$ cat src/rtl/hex_display_scheduler_pkg.sv
// Shared constants, override state type and scan helper for the HEX display scheduler.
// The scan always covers the six board displays HEX0..HEX5.
package hex_display_scheduler_pkg;

    localparam int NUM_DIGITS = 6;
    localparam int SCAN_W     = 3;

    typedef logic [SCAN_W-1:0] scan_idx_t;

    localparam scan_idx_t  LAST_DIGIT   = 3'd5;
    localparam logic [6:0] SEG_BLANK    = 7'h7F;
    localparam logic [3:0] NIB_DICE_TAG = 4'hD;
    localparam logic [3:0] NIB_WIN_TAG  = 4'hF;

    typedef enum logic [1:0] {
        IDLE = 2'd0,
        DICE = 2'd1,
        WIN  = 2'd2
    } ovr_state_t;

    function automatic scan_idx_t scan_next(input scan_idx_t idx);
        return (idx == LAST_DIGIT) ? scan_idx_t'(0) : idx + scan_idx_t'(1);
    endfunction

endpackage

$ cat src/rtl/hex_display_scheduler_if.sv
// Requester inputs and display outputs of the HEX display scheduler.
// master = game logic / board side, slave = scheduler.
interface hex_display_scheduler_if;

    logic [7:0] pos_p1_bcd;
    logic [7:0] pos_p2_bcd;
    logic       dice_req;
    logic [3:0] dice_val;
    logic       dice_ack;
    logic       win_req;
    logic [1:0] win_player;
    logic       new_game;
    logic       blank;
    logic [6:0] hex0;
    logic [6:0] hex1;
    logic [6:0] hex2;
    logic [6:0] hex3;
    logic [6:0] hex4;
    logic [6:0] hex5;
    logic       frame_done;

    modport master (
        output pos_p1_bcd, pos_p2_bcd, dice_req, dice_val,
        output win_req, win_player, new_game, blank,
        input  dice_ack, hex0, hex1, hex2, hex3, hex4, hex5, frame_done
    );

    modport slave (
        input  pos_p1_bcd, pos_p2_bcd, dice_req, dice_val,
        input  win_req, win_player, new_game, blank,
        output dice_ack, hex0, hex1, hex2, hex3, hex4, hex5, frame_done
    );

endinterface

$ cat src/rtl/hex_display_scheduler_seg.sv
// HEX_seg: combinational nibble to active-low 7-segment decoder, seg[0]=a .. seg[6]=g.
// Values above 9 decode as hex letters A, b, C, d, E, F.
module hex_display_scheduler_seg (
    input  logic       c0,
    input  logic       c1,
    input  logic       c2,
    input  logic       c3,
    output logic [6:0] seg
);

    always_comb begin
        seg = 7'h7F;
        case ({c3, c2, c1, c0})
            4'h0: seg = 7'h40;
            4'h1: seg = 7'h79;
            4'h2: seg = 7'h24;
            4'h3: seg = 7'h30;
            4'h4: seg = 7'h19;
            4'h5: seg = 7'h12;
            4'h6: seg = 7'h02;
            4'h7: seg = 7'h78;
            4'h8: seg = 7'h00;
            4'h9: seg = 7'h10;
            4'hA: seg = 7'h08;
            4'hB: seg = 7'h03;
            4'hC: seg = 7'h46;
            4'hD: seg = 7'h21;
            4'hE: seg = 7'h06;
            4'hF: seg = 7'h0E;
            default: seg = 7'h7F;
        endcase
    end

endmodule

$ cat src/rtl/hex_display_scheduler.sv
// Scans one shared HEX_seg decoder over HEX0..HEX5, one digit per clock, arbitrating
// player positions (background), a timed dice override and a sticky winner override.
module hex_display_scheduler
    import hex_display_scheduler_pkg::*;
#(
    parameter int HOLD_CYCLES = 50000000
) (
    input  logic                    clk,
    input  logic                    reset,
    hex_display_scheduler_if.slave  bus
);

    localparam int              CNT_W     = $clog2(HOLD_CYCLES + 1);
    localparam logic [CNT_W-1:0] HOLD_LOAD = CNT_W'(HOLD_CYCLES);

    scan_idx_t        idx_reg;
    ovr_state_t       state_reg, state_next;
    logic [CNT_W-1:0] cnt_reg, cnt_next;
    logic [3:0]       dice_val_reg;
    logic [1:0]       win_player_reg;
    logic             dice_ack_reg;
    logic             frame_done_reg;

    logic             dice_accept;
    logic             show_dice;
    logic             show_win;
    logic [3:0]       cur_nib;
    logic             cur_dark;
    logic [6:0]       dec_seg;
    logic [6:0]       cur_word;
    logic [6:0]       hex_word [NUM_DIGITS];

    // new_game wins over a coincident dice request, so that request is dropped unacked.
    assign dice_accept = bus.dice_req & ~bus.new_game;

    always_comb begin
        cnt_next = cnt_reg;
        if (bus.new_game) begin
            cnt_next = '0;
        end else if (dice_accept) begin
            cnt_next = HOLD_LOAD;
        end else if (cnt_reg != '0) begin
            cnt_next = cnt_reg - CNT_W'(1);
        end
    end

    always_ff @(posedge clk) begin
        if (reset) begin
            cnt_reg        <= '0;
            dice_val_reg   <= '0;
            win_player_reg <= '0;
            dice_ack_reg   <= 1'b0;
        end else begin
            cnt_reg      <= cnt_next;
            dice_ack_reg <= dice_accept;
            if (dice_accept) begin
                dice_val_reg <= bus.dice_val;
            end
            if (bus.win_req && !bus.new_game) begin
                win_player_reg <= bus.win_player;
            end
        end
    end

    always_ff @(posedge clk) begin
        if (reset) begin
            state_reg <= IDLE;
        end else begin
            state_reg <= state_next;
        end
    end

    // The counter keeps running in WIN; it only decides when DICE falls back to IDLE.
    always_comb begin
        state_next = state_reg;
        case (state_reg)
            IDLE: begin
                if (bus.win_req) begin
                    state_next = WIN;
                end else if (dice_accept) begin
                    state_next = DICE;
                end
            end
            DICE: begin
                if (bus.win_req) begin
                    state_next = WIN;
                end else if (cnt_next == '0) begin
                    state_next = IDLE;
                end
            end
            WIN:     state_next = WIN;
            default: state_next = IDLE;
        endcase
        if (bus.new_game) begin
            state_next = IDLE;
        end
    end

    always_comb begin
        show_win  = 1'b0;
        show_dice = 1'b0;
        case (state_reg)
            WIN:     show_win  = 1'b1;
            DICE:    show_dice = 1'b1;
            default: ;
        endcase
    end

    // Nibble and dark flag for the digit being scanned this cycle.
    always_comb begin
        cur_nib  = 4'h0;
        cur_dark = 1'b0;
        case (idx_reg)
            3'd0: cur_nib = bus.pos_p1_bcd[3:0];
            3'd1: begin
                cur_nib  = bus.pos_p1_bcd[7:4];
                cur_dark = (bus.pos_p1_bcd[7:4] == 4'h0);
            end
            3'd2: cur_nib = bus.pos_p2_bcd[3:0];
            3'd3: begin
                cur_nib  = bus.pos_p2_bcd[7:4];
                cur_dark = (bus.pos_p2_bcd[7:4] == 4'h0);
            end
            3'd4: begin
                if (show_win) begin
                    cur_nib = {2'b00, win_player_reg};
                end else if (show_dice) begin
                    cur_nib = dice_val_reg;
                end else begin
                    cur_dark = 1'b1;
                end
            end
            3'd5: begin
                if (show_win) begin
                    cur_nib = NIB_WIN_TAG;
                end else if (show_dice) begin
                    cur_nib = NIB_DICE_TAG;
                end else begin
                    cur_dark = 1'b1;
                end
            end
            default: cur_dark = 1'b1;
        endcase
        if (bus.blank) begin
            cur_dark = 1'b1;
        end
    end

    hex_display_scheduler_seg u_seg (
        .c0  (cur_nib[0]),
        .c1  (cur_nib[1]),
        .c2  (cur_nib[2]),
        .c3  (cur_nib[3]),
        .seg (dec_seg)
    );

    assign cur_word = cur_dark ? SEG_BLANK : dec_seg;

    always_ff @(posedge clk) begin
        if (reset) begin
            idx_reg        <= '0;
            frame_done_reg <= 1'b0;
        end else begin
            idx_reg        <= scan_next(idx_reg);
            frame_done_reg <= (idx_reg == LAST_DIGIT);
        end
    end

    genvar gi;
    generate
        for (gi = 0; gi < NUM_DIGITS; gi++) begin : g_digit
            logic [6:0] seg_reg;

            always_ff @(posedge clk) begin
                if (reset) begin
                    seg_reg <= SEG_BLANK;
                end else if (idx_reg == scan_idx_t'(gi)) begin
                    seg_reg <= cur_word;
                end
            end

            assign hex_word[gi] = seg_reg;
        end
    endgenerate

    assign bus.hex0       = hex_word[0];
    assign bus.hex1       = hex_word[1];
    assign bus.hex2       = hex_word[2];
    assign bus.hex3       = hex_word[3];
    assign bus.hex4       = hex_word[4];
    assign bus.hex5       = hex_word[5];
    assign bus.dice_ack   = dice_ack_reg;
    assign bus.frame_done = frame_done_reg;

endmodule

$ cat src/flat_wrapper.sv
// flat-port wrapper written by rule: the top's interface ports become plain ports
module hex_display_scheduler_flat import hex_display_scheduler_pkg::*;
#(
    parameter int HOLD_CYCLES = 50000000
)
  (clk, reset, bus_pos_p1_bcd, bus_pos_p2_bcd, bus_dice_req, bus_dice_val, bus_win_req, bus_win_player, bus_new_game, bus_blank, bus_dice_ack, bus_hex0, bus_hex1, bus_hex2, bus_hex3, bus_hex4, bus_hex5, bus_frame_done);
  hex_display_scheduler_if bus_i ();
  input  logic clk;
  input  logic reset;
  input wire logic [$bits(bus_i.pos_p1_bcd)-1:0] bus_pos_p1_bcd;
  input wire logic [$bits(bus_i.pos_p2_bcd)-1:0] bus_pos_p2_bcd;
  input wire logic [$bits(bus_i.dice_req)-1:0] bus_dice_req;
  input wire logic [$bits(bus_i.dice_val)-1:0] bus_dice_val;
  input wire logic [$bits(bus_i.win_req)-1:0] bus_win_req;
  input wire logic [$bits(bus_i.win_player)-1:0] bus_win_player;
  input wire logic [$bits(bus_i.new_game)-1:0] bus_new_game;
  input wire logic [$bits(bus_i.blank)-1:0] bus_blank;
  output wire logic [$bits(bus_i.dice_ack)-1:0] bus_dice_ack;
  output wire logic [$bits(bus_i.hex0)-1:0] bus_hex0;
  output wire logic [$bits(bus_i.hex1)-1:0] bus_hex1;
  output wire logic [$bits(bus_i.hex2)-1:0] bus_hex2;
  output wire logic [$bits(bus_i.hex3)-1:0] bus_hex3;
  output wire logic [$bits(bus_i.hex4)-1:0] bus_hex4;
  output wire logic [$bits(bus_i.hex5)-1:0] bus_hex5;
  output wire logic [$bits(bus_i.frame_done)-1:0] bus_frame_done;
  assign bus_i.pos_p1_bcd = bus_pos_p1_bcd;
  assign bus_i.pos_p2_bcd = bus_pos_p2_bcd;
  assign bus_i.dice_req = bus_dice_req;
  assign bus_i.dice_val = bus_dice_val;
  assign bus_i.win_req = bus_win_req;
  assign bus_i.win_player = bus_win_player;
  assign bus_i.new_game = bus_new_game;
  assign bus_i.blank = bus_blank;
  assign bus_dice_ack = bus_i.dice_ack;
  assign bus_hex0 = bus_i.hex0;
  assign bus_hex1 = bus_i.hex1;
  assign bus_hex2 = bus_i.hex2;
  assign bus_hex3 = bus_i.hex3;
  assign bus_hex4 = bus_i.hex4;
  assign bus_hex5 = bus_i.hex5;
  assign bus_frame_done = bus_i.frame_done;
  hex_display_scheduler #(.HOLD_CYCLES(HOLD_CYCLES)) u_core (.clk(clk), .reset(reset), .bus(bus_i));
endmodule
$ cat config.mk
export PLATFORM = sky130hd
export DESIGN_NAME = hex_display_scheduler_flat
export DESIGN_NICKNAME = d
export VERILOG_FILES = /design/src/rtl/hex_display_scheduler_pkg.sv /design/src/rtl/hex_display_scheduler_if.sv /design/src/rtl/hex_display_scheduler_seg.sv /design/src/rtl/hex_display_scheduler.sv /design/src/flat_wrapper.sv
export SDC_FILE = /design/constraint.sdc
export NUM_CORES = 1
export LEC_CHECK = 0
export CORE_UTILIZATION = 45
export CTS_BUF_LIST = sky130_fd_sc_hd__clkbuf_4
export CTS_CLUSTER_DIAMETER = 120
export CTS_CLUSTER_SIZE = 14
export DETAILED_ROUTE_END_ITERATION = 6
export GPL_ROUTABILITY_DRIVEN = 0
export GPL_TIMING_DRIVEN = 0
export PLACE_DENSITY = 0.74
export SLEW_MARGIN = 20
export SYNTH_ARGS = -nofsm -noshare
export SYNTH_HDL_FRONTEND = slang
export SYNTH_SLANG_ARGS = --single-unit
$ cat constraint.sdc
create_clock -name clk -period 6.28 [get_ports clk]
set_input_delay 1.256 -clock clk [delete_from_list [all_inputs] [get_ports clk]]
set_output_delay 1.256 -clock clk [all_outputs]
set_load 0.01 [all_outputs]
==> run_results.csv, run 1 <==
group,metric,value,unit
logic_synthesis,yosysWarnings,0,
logic_synthesis,synthArstFlopShare,0,
worst_setup_path,worst-setup-path-type,"primary input to flip-flop",
logic_synthesis,syn-cell-area,3910,µm²
final_layout,area_delta_synth_final,24.4,%
job,drv_cap,0,
final_layout,fin_nets,587,
sta,tightest_slew,1030,ps
sta,setup_viol,0,
global_routing,first_global_vias,3418,
logic_synthesis,ys_seq_area_frac,0.415,
worst_setup_path,cp_max_fo,6,
worst_setup_path,cp_num_buf_inv,2,
final_layout,n_antenna_cell,0,
worst_setup_path,crit_top_cell,"a221oi_1",
worst_setup_path,worstSetupEndpointType,"flip-flop",
clock_tree,postCtsHoldBufs,0,
global_routing,antenna_found_initial,0,
logic_synthesis,synth_compound_area_frac,0.190,
worst_setup_path,worst_setup_path_start_kind,"primary input",
status,status,"finished clean",
clock_tree,clock_sinks,81,
logic_synthesis,ys.flop_type,"dfxtp_1",
sta,fin_crit,4200,ps
sta,finClkSkew,21.5,ps
clock_tree,path_clk_slew,130,ps
worst_setup_path,cp.required,6610,ps
logic_synthesis,synth_top_family_by_area,"simple AND/OR/NAND/NOR gates",
clock_tree,clk_latency,440,ps
logic_synthesis,synth.distinct_cells,54,
place,dp.final_hpwl,7540,µm
worst_setup_path,crit_slowest_cell,"a221oi_1",
drt,drc,0,
drt,drtIter0Drc,166,
global_routing,grt_overflow,0,
floorplan,num_rows,33,
power,p_leak,1.92,nW
floorplan,die_area,9070,µm²
logic_synthesis,synth_xor_area_frac,0.0425,
place,io_buffers,70,
clock_tree,cts_resized,0,
final_layout,largest_reg_flops,26,
floorplan,start_util,0.471,
drt,dr.pass1.iters,4,
logic_synthesis,synth_edf_count,0,
sta,min_period_over_period,0.668,
final_layout,num-fill-cells,777,
logic_synthesis,synth.area.mux_share,0.00768,
logic_synthesis,syn_area_per_cell,8.45,µm²
clock_tree,cts_tree,"built",
global_routing,grt_max_degree,16,
drt,dr_total_vias,3639,
global_routing,grtUsageTotal,0.229,
clock_tree,cts_root_buffer,"clkbuf_4",
floorplan,io-pin-count,72,
sta,hold_slack,469,ps
sta,max_slew_margin,0.312,
floorplan,core_area,8300,µm²
global_routing,grt_pass1_wl,16200,µm
drt,routed_wl,10000,µm
sta,finalMaxSlewViolations,0,
clock_tree,post_cts_buffers,0,
worst_setup_path,rrSetupSlack,2330,ps
worst_setup_path,worstPathCellList,"clkdlybuf4s50_1, a221o_1, a221oi_1, nor2b_1, inv_1, ha_1, nand2_1, o21ai_0, a221oi_1, a21oi_1, or2_2",
logic_synthesis,yosys_register_bits,81,
clock_tree,max-clock-path-buffers,2,
sta,max_freq,238,MHz
clock_tree,htree_levels,3,
worst_setup_path,cp.arrival,4520,ps
floorplan,die_h,95.2,µm
worst_setup_path,critical_path.top_delay_family,"compound AO/OA/AOI/OAI gates",
clock_tree,numCtsBuffers,9,
final_layout,fin_cells,654,
place,dp_cells,638,
power,peakVddDrop,138,µV
final_layout,drive_above_1_share,0.0619,
worst_setup_path,critPathMaxStageDelay,820,ps
sta,rsz0062_at_grt,"no",
floorplan,die_w,95.2,µm
drt,ant_nets,0,
drt,vias_per_cell,5.56,
drt,wire_per_inst,15.3,µm
logic_synthesis,synth_fp_nets,506,
logic_synthesis,post_synth_fa_ha_maj_area_fraction,0.0480,
logic_synthesis,syn-instance-count,463,
power,power.density,277,nW/µm²
sta,hold_violations,0,
sta,setup-tns-final,0,ps
logic_synthesis,synth_simple_gate_area_frac,0.261,
hold_path,hold_class,"flip-flop to flip-flop",
[worst reg2reg max path: cells and delay by family, from the launching register on]
family | cells | cell delay, ps
AO/OA/AOI/OAI | 5 | 1660
adder cells (fa/ha/maj) | 2 | 520
buffers and inverters | 2 | 250
flip-flops | 1 | 400
AND/OR/NAND/NOR | 4 | 1020
[stage by stage]
step                      area (µm²)  setup slack [ps]  power (W)  utilization
final                           4870              2080    0.00135        0.586
after global routing            4870              1900    0.00144        0.586
after CTS                       4870              2160    0.00135        0.586
after detailed placement        4740              1720    0.00107        0.572
after global placement          4740              1720    0.00106        0.572
after floorplan                 3910              2700   0.000921            -
[area by class of cell]
cell class                      count  area (µm²)  share of cell area
Sequential cell                    81        1620               0.333
Clock buffer                        9        67.6              0.0139
Clock inverter                      7        55.1              0.0113
Buffer                             25        97.6              0.0201
Multi-Input combinational cell    345        2150               0.441
Tap cell                          105         131              0.0270
Timing Repair Buffer               70         701               0.144
Inverter                           12        45.0             0.00926
[synth_stat cells, drive strengths merged, types with 4 or more instances]
library cell | instances | share of area
buf | 4 | 0.0048
o21ai | 8 | 0.010
ha | 15 | 0.048
nor2b | 12 | 0.019
nand3 | 11 | 0.014
or2 | 9 | 0.014
a221oi | 6 | 0.013
xor2 | 7 | 0.016
nand3b | 5 | 0.0096
inv | 12 | 0.012
dfxtp | 81 | 0.41
or3 | 4 | 0.0067
nor4 | 12 | 0.022
a21oi | 32 | 0.042
a211oi | 6 | 0.012
clkbuf | 21 | 0.020
nor2 | 66 | 0.063
nand4 | 4 | 0.0064
nand2 | 48 | 0.046
and2 | 4 | 0.0064
xnor2 | 12 | 0.027
nor3 | 11 | 0.014
a211o | 30 | 0.067
and4 | 5 | 0.012
[where the power goes]
part	internal, W	leakage (nW)	switching (W)
Clock	0.0000854	0.0682	0.000197
Combinational	0.000206	1.19	0.000270
Sequential	0.000557	0.663	0.0000346
[worst paths after layout]
| path | startpoint | endpoint | cells past startpoint |
|---|---|---|---|
| worst max-delay path | bus_pos_p1_bcd[4] | u_core.bus.hex3[6]$_SDFFE_PP1P_ | 11 |
| worst max register to register | u_core.idx_reg[0]$_SDFF_PP0_ | u_core.bus.hex3[6]$_SDFFE_PP1P_ | 13 |
| worst min register to register | u_core.dice_val_reg[0]$_SDFFE_PP0P_ | u_core.dice_val_reg[0]$_SDFFE_PP0P_ | 2 |
| worst min-delay path | u_core.dice_val_reg[0]$_SDFFE_PP0P_ | u_core.dice_val_reg[0]$_SDFFE_PP0P_ | 2 |
[logic make-up (layout without fill, tap and decap cells)]
group	after synthesis	after routing
AO/OA/AOI/OAI	104	104
XOR/XNOR	19	19
adder cells (fa/ha/maj)	15	15
buffers and inverters	37	123
flip-flops	81	81
multiplexers	3	3
AND/OR/NAND/NOR	204	204
[layout by cell type, fill, tap and decap left out, drive strengths merged, types with 5 or more instances in the layout]
cell	instances
nor2b	12
dfxtp	81
nand3	11
nor4	12
inv	14
and4	5
ha	15
nand3b	5
o21ai	8
clkdlybuf4s50	70
nor2	66
clkbuf	30
a21oi	32
a211oi	6
xnor2	12
xor2	7
or2	9
nand2	48
a221oi	6
nor3	11
a211o	30
[routing by layer]
layer  global-route usage  up-vias  part of all wire
met1                0.326     1731              0.49
met2                0.350       85              0.44
met4               0.0732        0            0.0091
met3               0.0407        6             0.055
li1                     -     1817                 -
met5                    0        -                 0
No activity file was read; power rests on OpenSTA's default activity.
==> run 2: changes to the inputs <==
PLACE_DENSITY = 0.77   (was 0.74)
clock period = 3.8 ns   (was 6.28 ns; I/O delays follow)
==> run_results.csv, run 2 (synthesis results as in run 1) <==
group,metric,value,unit
status,status,"finished clean",
global_routing,grt_pass1_wl,16800,µm
clock_tree,clock_sinks,81,
clock_tree,path_clk_slew,130,ps
worst_setup_path,worst-setup-path-type,"flip-flop to flip-flop",
sta,max_freq,287,MHz
sta,min_period_over_period,0.916,
floorplan,core_area,8300,µm²
worst_setup_path,worstPathCellList,"buf_2, inv_1, ha_1, clkbuf_1, a221oi_1, nor2b_2, inv_1, ha_1, nand2_1, o21ai_0, a221oi_4, a21oi_1, or2_2",
clock_tree,htree_levels,3,
place,post-place-ws,-399,ps
global_routing,grtUsageTotal,0.237,
worst_setup_path,path_depth,13,
drt,dr.pass1.iters,6,
worst_setup_path,worst_setup_path_start_kind,"flip-flop",
worst_setup_path,cp_max_fo,10,
drt,dr_total_vias,3732,
final_layout,final_cell_area,4930,µm²
drt,drc,0,
place,placed_area,4740,µm²
worst_setup_path,worstSetupEndpointType,"flip-flop",
floorplan,die_h,95.2,µm
drt,ant_nets,0,
final_layout,layout_common_cells,"dfxtp_1 (81), clkdlybuf4s50_1 (70), nor2_1 (66)",
global_routing,grt_max_degree,15,
floorplan,io-pin-count,72,
hold_path,hold_class,"flip-flop to flip-flop",
sta,finalMaxSlewViolations,0,
drt,drtIter0Drc,201,
sta,setup-tns-final,0,ps
sta,fin_ws,318,ps
power,power.density,469,nW/µm²
worst_setup_path,cp.arrival,3810,ps
global_routing,first_global_vias,3578,
final_layout,final_common_cell,"dfxtp_1",
drt,routed_wl,10200,µm
clock_tree,cts_tree,"built",
sta,fin_crit,3480,ps
hold_path,hold_depth,1,
sta,hold_violations,0,
final_layout,finish.utilization,0.594,
clock_tree,numCtsBuffers,9,
sta,finClkSkew,21.3,ps
worst_setup_path,cp_num_buf_inv,4,
place,dp.final_hpwl,7580,µm
power,peakVddDrop,194,µV
sta,tightest_slew,658,ps
drt,wire_per_inst,15.6,µm
drt,vias_per_cell,5.70,
worst_setup_path,critPathMaxStageDelay,410,ps
final_layout,fin_nets,588,
job,drv_cap,0,
floorplan,die_w,95.2,µm
final_layout,area_delta_synth_final,26.1,%
worst_setup_path,r2r_cells,13,
final_layout,n_antenna_cell,0,
clock_tree,postCtsHoldBufs,0,
sta,hold_slack,478,ps
floorplan,num_rows,33,
worst_setup_path,crit_slowest_cell,"a221oi_4",
floorplan,die_area,9070,µm²
sta,setup_viol,0,
final_layout,largest_reg_flops,26,
place,io_buffers,70,
clock_tree,clk_latency,440,ps
floorplan,start_util,0.471,
power,p_leak,1.94,nW
clock_tree,cts_root_buffer,"clkbuf_4",
final_layout,drive_above_1_share,0.0727,
sta,max_slew_margin,0.558,
worst_setup_path,cp.required,4130,ps
sta,rsz0062_at_grt,"no",
global_routing,antenna_found_initial,0,
worst_setup_path,critical_path.top_delay_family,"compound AO/OA/AOI/OAI gates",
clock_tree,max-clock-path-buffers,2,
global_routing,grt_overflow,0,
run 2: cell count changes in the layout (fill, tap and decap cells not counted), moves of 2 or more:
cell / previous run / this run
clkinv_2: 2 / 0
a21oi_1: 31 / 29
a221oi_2: 0 / 2
a21oi_2: 1 / 3
a221oi_1: 6 / 3
run 2: worst reg2reg max path, cell delays in order (launching register included):
cell and delay (ps):
dfxtp_1 400, buf_2 230, inv_1 110, ha_1 240, clkbuf_1 280, a221oi_1 320
nor2b_2 360, inv_1 160, ha_1 230, nand2_1 100, o21ai_0 170, a221oi_4 410
a21oi_1 110, or2_2 280
run 2: power by group:
part	switching, W	total [W]	internal (W)
logic	0.000463	0.000813	0.000349
registers	0.0000577	0.000978	0.000920
clock network	0.000314	0.000523	0.000209
run 2: layout make-up:
type	instances	area (µm²)
plain buffers	25	97.6
clock buffers	10	75.1
multi-input cells	345	2190
inverters	12	45.0
flip-flops and latches	81	1620
fillers	742	3370
repair buffers	71	708
well taps	105	131
clock inverters	6	66.3
run 2: per-stage QoR:
stage | std cells | total power, W
2_1_floorplan | 463 | 0.00152
3_3_place_gp | 638 | 0.00175
3_5_place_dp | 638 | 0.00177
4_1_cts | 654 | 0.00230
5_1_grt | 655 | 0.00246
6_report | 655 | 0.00231
run 2: layer usage:
metal	up-vias	global-route usage	part of all wire
met1	1767	0.317	0.45
li1	1824	-	-
met3	17	0.0431	0.061
met4	0	0.0833	0.015
met2	124	0.383	0.47
met5	-	0	0
run 2: final timing paths:
check | to | from | slack (ps)
hold / removal | u_core.bus.hex5[1]$_SDFFE_PP1P_ | u_core.bus.hex5[1]$_SDFFE_PP1P_ | 480
setup reg to reg | u_core.bus.hex3[6]$_SDFFE_PP1P_ | u_core.idx_reg[2]$_SDFF_PP0_ | 320
setup / recovery | u_core.bus.hex3[6]$_SDFFE_PP1P_ | u_core.idx_reg[2]$_SDFF_PP0_ | 320
hold reg to reg | u_core.bus.hex5[1]$_SDFFE_PP1P_ | u_core.bus.hex5[1]$_SDFFE_PP1P_ | 480
run 2: repair_timing:
action                     in CTS  in global routing
pin swaps                       0                  1
resized for setup               2                  5
setup endpoints to repair      11                 31
gates cloned                    0                  0
setup buffers                   0                  1
